`src/rtl/clock_pkg.sv`:
```
// Shared definitions for the alarm responder: state encoding, default timing
// parameters and counter widths.
package clock_pkg;

  typedef enum logic [1:0] {
    ST_IDLE   = 2'd0,
    ST_RING   = 2'd1,
    ST_SNOOZE = 2'd2,
    ST_DONE   = 2'd3
  } state_e;

  localparam int RING_TIMEOUT_S_DEF = 60;
  localparam int SNOOZE_S_DEF       = 300;
  localparam int MAX_SNOOZE_DEF     = 3;

  localparam int SEC_W = 9;
  localparam int SNZ_W = 2;

endpackage

```
`src/rtl/edge_rise.sv`:
```
// Rising-edge detector on a clk-synchronous level. The first clock after reset
// only loads the history, so a level already high at release is not an edge.
module edge_rise (
  input  logic clk,
  input  logic cr,
  input  logic d,
  output logic pulse
);

  logic d_q;
  logic armed_q;

  always_ff @(posedge clk or negedge cr) begin
    if (!cr) begin
      d_q     <= 1'b0;
      armed_q <= 1'b0;
    end else begin
      d_q     <= d;
      armed_q <= 1'b1;
    end
  end

  assign pulse = d & ~d_q & armed_q;

endmodule

```
`src/rtl/alarm_responder.sv`:
```
// Alarm responder: rings on a new alarm match, handles stop/snooze buttons,
// ring timeout and snooze re-ring, and drives a 1 Hz buzzer square wave.
module alarm_responder
  import clock_pkg::*;
#(
  parameter int RING_TIMEOUT_S = RING_TIMEOUT_S_DEF,
  parameter int SNOOZE_S       = SNOOZE_S_DEF,
  parameter int MAX_SNOOZE     = MAX_SNOOZE_DEF
) (
  input  logic             clk,
  input  logic             cr,
  input  logic             en,
  input  logic             match,
  input  logic             tick_1hz,
  input  logic             tick_2hz,
  input  logic             stop_btn,
  input  logic             snooze_btn,
  output logic             buzzer,
  output logic             ringing,
  output logic             snoozing,
  output logic [SNZ_W-1:0] snooze_cnt,
  output logic [SEC_W-1:0] sec_cnt
);

  localparam logic [SEC_W-1:0] RING_LAST = SEC_W'(RING_TIMEOUT_S - 1);
  localparam logic [SEC_W-1:0] SNZ_LAST  = SEC_W'(SNOOZE_S - 1);
  localparam logic [SNZ_W-1:0] SNZ_MAX   = SNZ_W'(MAX_SNOOZE);

  logic match_rise;
  logic stop_rise;
  logic snz_rise;

  state_e           state_q, state_d;
  logic [SNZ_W-1:0] snz_cnt_q, snz_cnt_d;
  logic [SEC_W-1:0] sec_cnt_q;
  logic             buzzer_q;

  edge_rise u_match_edge (
    .clk   (clk),
    .cr    (cr),
    .d     (match),
    .pulse (match_rise)
  );

  edge_rise u_stop_edge (
    .clk   (clk),
    .cr    (cr),
    .d     (stop_btn),
    .pulse (stop_rise)
  );

  edge_rise u_snooze_edge (
    .clk   (clk),
    .cr    (cr),
    .d     (snooze_btn),
    .pulse (snz_rise)
  );

  // Button priority in RING is stop, then snooze, then timeout.
  always_comb begin
    state_d   = state_q;
    snz_cnt_d = snz_cnt_q;
    if (!en) begin
      state_d = ST_IDLE;
    end else begin
      unique case (state_q)
        ST_IDLE: begin
          if (match_rise) state_d = ST_RING;
        end
        ST_RING: begin
          if (stop_rise) begin
            state_d = ST_DONE;
          end else if (snz_rise) begin
            if (snz_cnt_q < SNZ_MAX) begin
              state_d   = ST_SNOOZE;
              snz_cnt_d = snz_cnt_q + SNZ_W'(1);
            end else begin
              state_d = ST_DONE;
            end
          end else if (tick_1hz && (sec_cnt_q == RING_LAST)) begin
            state_d = ST_DONE;
          end
        end
        ST_SNOOZE: begin
          if (stop_rise) begin
            state_d = ST_DONE;
          end else if (tick_1hz && (sec_cnt_q == SNZ_LAST)) begin
            state_d = ST_RING;
          end
        end
        ST_DONE: begin
          if (!match) state_d = ST_IDLE;
        end
        default: state_d = ST_IDLE;
      endcase
    end
    if (state_d == ST_IDLE) snz_cnt_d = '0;
  end

  always_ff @(posedge clk or negedge cr) begin
    if (!cr) begin
      state_q   <= ST_IDLE;
      snz_cnt_q <= '0;
    end else begin
      state_q   <= state_d;
      snz_cnt_q <= snz_cnt_d;
    end
  end

  always_ff @(posedge clk or negedge cr) begin
    if (!cr) begin
      sec_cnt_q <= '0;
    end else if (state_d != state_q) begin
      sec_cnt_q <= '0;
    end else if (tick_1hz && ((state_q == ST_RING) || (state_q == ST_SNOOZE))) begin
      sec_cnt_q <= sec_cnt_q + SEC_W'(1);
    end
  end

  // Buzzer starts high on every RING entry and toggles at 2 Hz for a 1 Hz tone.
  always_ff @(posedge clk or negedge cr) begin
    if (!cr) begin
      buzzer_q <= 1'b0;
    end else if (state_d != ST_RING) begin
      buzzer_q <= 1'b0;
    end else if (state_q != ST_RING) begin
      buzzer_q <= 1'b1;
    end else if (tick_2hz) begin
      buzzer_q <= ~buzzer_q;
    end
  end

  assign buzzer     = buzzer_q;
  assign ringing    = (state_q == ST_RING);
  assign snoozing   = (state_q == ST_SNOOZE);
  assign snooze_cnt = snz_cnt_q;
  assign sec_cnt    = sec_cnt_q;

endmodule

```
`config.mk`:
```
export PLATFORM = sky130hd
export DESIGN_NAME = alarm_responder
export DESIGN_NICKNAME = d
export VERILOG_FILES = /design/src/rtl/clock_pkg.sv /design/src/rtl/edge_rise.sv /design/src/rtl/alarm_responder.sv
export SDC_FILE = /design/constraint.sdc
export NUM_CORES = 1
export LEC_CHECK = 0
export BUFFER_PORTS_ARGS = -buffer_cell sky130_fd_sc_hd__buf_2
export CORE_MARGIN = 3
export CORE_UTILIZATION = 40
export CTS_CLUSTER_DIAMETER = 120
export CTS_CLUSTER_SIZE = 12
export DETAILED_ROUTE_END_ITERATION = 6
export PLACE_DENSITY_LB_ADDON = 0.08
export SYNTH_ARGS = -nofsm -noshare
export SYNTH_HDL_FRONTEND = slang
export SYNTH_HIERARCHICAL = 1
export SYNTH_SLANG_ARGS = --single-unit
```
`constraint.sdc`:
```
create_clock -name clk -period 2.4 [get_ports clk]
set_input_delay 0.36 -clock clk [delete_from_list [all_inputs] [get_ports clk]]
set_output_delay 0.36 -clock clk [all_outputs]
set_load 0.01 [all_outputs]
```
==> metrics.cfg <==
[run_status]
status=finished, violations left
violations=hold timing

[setup_path]
reg2reg_path_depth=7
slowest_delay_ns=0.43
category_of_the_critical_setup_timing_path=register to register
worstPathRequired_ns=2.62
worst-r2r-setup-slack_ns=0.25
cpMaxStageDelayCell=a2111oi_1
timing.critical_path.from_type=register
critical_path.reg2reg.endpoint=sec_cnt[1]
crit_path_cell_trace=inv_1 > ha_1 > nor2_1 > o2111a_1 > a2111oi_1 > nand4_2 > a21oi_1
cp_data_arrival_time_ns=2.37
timing.critical_path.buf_inv=1
worstReg2RegStart=state_q[1]
critPathMaxFanout=9
worst_setup_path_end_kind=register
critical_path.top_delay_family=compound AO/OA/AOI/OAI gates

[global_routing]
global_route_overflow=0
grt_start_max_net_pins=21
grt_util_all_layers=0.153
grt_antenna_before_repair=0
grt_pass1_wl_um=4110
first_global_vias=896

[clocking]
number_of_buffers_on_the_longest_clock_path=2
post_cts.resized_instances=0
ctsHtreeMaxLevel=1
post_cts.repair.setup_buffers=0
holdBufCountCts=0
numClockSinks=20
clk_pin_slew_ns=0.11
tritoncts=yes
clock_tree.root_cell=clkbuf_4
cts_made_buffers=3
worst_skew_pair.late_latency_ns=0.30

[placed_design]
place_hpwl_um=1890
dpl.cell_count=172
numPortBuffers=21
placed_area_um2=1330
finalWeightedCongestion=0.909

[routing]
avgRoutedWirePerCell_um=13.7
avgViaCountPerCell=5.35
drt.antenna.violating_nets=0
routed_wirelength_um=2410
drtIter0Drc=18
drc_errors=0
drt_pre_antenna_iters=4
detailroute.via_count=941

[synthesis]
ys_async_sr_fraction=1.00
ys_seq_elements=20
number_of_synthesized_flops_with_an_enable_pin=0
synth_compound_area_frac=0.118
syn_inst_count=117
synthDistinctLibCells=35
summed_instance_area_of_the_synthesized_netlist_um2=1150
largest_family_of_logic_cells_by_synthesized_area=simple AND/OR/NAND/NOR gates
synth.net_count=131
synth_sequential_area_ratio=0.435
post_synth_fa_ha_maj_area_fraction=0.0652
synth.yosys.warnings=6
synthMuxAreaShare=0.00870
synth_ff_type=dfrtp_1
syn-mean-instance-area_um2=9.84
yosys.area_share.simple=0.255
post_synth_xor_area_fraction=0.0761

[timing]
setup_viol=0
report.final.hold_viol_count=20
skew_ns=0.00377
final_count_of_pins_violating_max_slew=0
hold_slack_ns=-0.0136
fmax_mhz=465
final_min_period_over_clock_period=0.895
fin_setup_tns_ns=0
layout_min_cycle_time_ns=2.15
unrepaired_setup_endpoints_after_global_routing=false

[floorplan]
boundaryPins=22
standard_cell_rows=18
fp.dieH_um=59.6
dieWidth_um=59.6
design.die.area_um2=3560
initial_utilization=0.441
core_region_area_um2=2610

[layout]
final_cells=176
share_of_layout_cells_above_drive_strength_1=0.247
n_antenna_cell=0
area_growth_syn_to_layout_pct=18.5
net_count_final=161
final_area_um2=1360

[power_and_ir_drop]
pwr_density_cell_nw_per_um2=681
ir_worst_vdd_mv=0.381
finalPower_mw=0.928
p_leak_nw=0.697

[job]
max_cap_violations=0

[worst_hold_path]
min-delay-path-class=input pin to asynchronous set/reset pin

cells in the mapped netlist (2+ instances only):
cell      number  share of area
nor4_1         4          0.022
conb_1         3         0.0098
and3_1         2          0.011
a21oi_1        5          0.022
dfrtp_1       20           0.43
xnor2_1        6          0.046
nor2_1        12          0.039
or3_1          2          0.011
nand3_1        6          0.026
xor2_1         4          0.030
nand2_1       10          0.033
nor3b_1        2          0.013
nor3_1         4          0.017
inv_1          7          0.023
o211ai_1       2          0.013
ha_1           6          0.065
o21ai_0        2         0.0087
and3b_1        3          0.023
through the flow:
stage                      util  setup WS [ns]
after detailed placement  0.508          0.182
after floorplan               -          0.300
after global routing      0.522         0.0154
after CTS                 0.522          0.154
after global placement    0.508          0.230
final                     0.522          0.252
metal layers:
layer / share of wire / up-vias / GRT usage
met5: 0 / - / 0
met1: 0.47 / 456 / 0.208
met4: 0.0062 / 0 / 0.0285
met2: 0.48 / 21 / 0.242
li1: - / 462 / -
met3: 0.045 / 2 / 0.0458
logic make-up after synthesis:
group,Yosys count
and+or+nand+nor,51
DFF,20
AOI/OAI and AO/OA,17
xor gates and xnor gates,10
buffers and inverters,9
adders and majority gates,6
other,3
muxes,1
sequential cells by signal, summed over array words and instances (netlist names):
name	cells
state_q	2
u_match_edge/armed_q	1
u_stop_edge/armed_q	1
snooze_cnt	2
u_match_edge/d_q	1
u_stop_edge/d_q	1
sec_cnt	9
u_snooze_edge/d_q	1
buzzer	1
u_snooze_edge/armed_q	1
power breakdown:
group          switching (mW)  total, mW  internal [mW]
combinational           0.211      0.354          0.143
clock                   0.102      0.194         0.0924
sequential             0.0177      0.380          0.363
worst max-delay path by stage:
stage,startpoint,endpoint,depth (start not counted)
2_1_floorplan,state_q[1],sec_cnt[1],7
3_3_place_gp,state_q[1],sec_cnt[1],7
3_5_place_dp,state_q[1],sec_cnt[1],7
4_1_cts,state_q[1],sec_cnt[1],7
5_1_grt,state_q[1],sec_cnt[1],7
6_report,state_q[1],sec_cnt[1],7
worst reg2reg max path, cell delays in order, from the launching register on:
cell,delay (ns)
dfrtp_1,0.39
inv_1,0.14
ha_1,0.33
nor2_1,0.10
o2111a_1,0.16
a2111oi_1,0.43
nand4_2,0.31
a21oi_1,0.20
cell type report:
type | instances | area [µm²]
clock buffer | 4 | 36.3
fill | 266 | 1250
inverter | 8 | 31.3
multi-input combinational | 88 | 616
sequential | 20 | 500
tap | 30 | 37.5
timing repair buffer | 26 | 143
cells in the final DEF, fill, tap and decap left out, drive strengths merged, types with 2 or more instances in the layout:
cell type and n:
nand2 10, inv 7, xnor2 6, nor4 4, ha 6, a21oi 5, conb 3, and3b 3
nor3 4, o21ai 2, clkbuf 4, nor3b 2, dfrtp 20, or3 2, buf 26, xor2 4
and3 2, o211ai 2, nand3 6, nor2 13
Power figures use the tool's default switching activity.
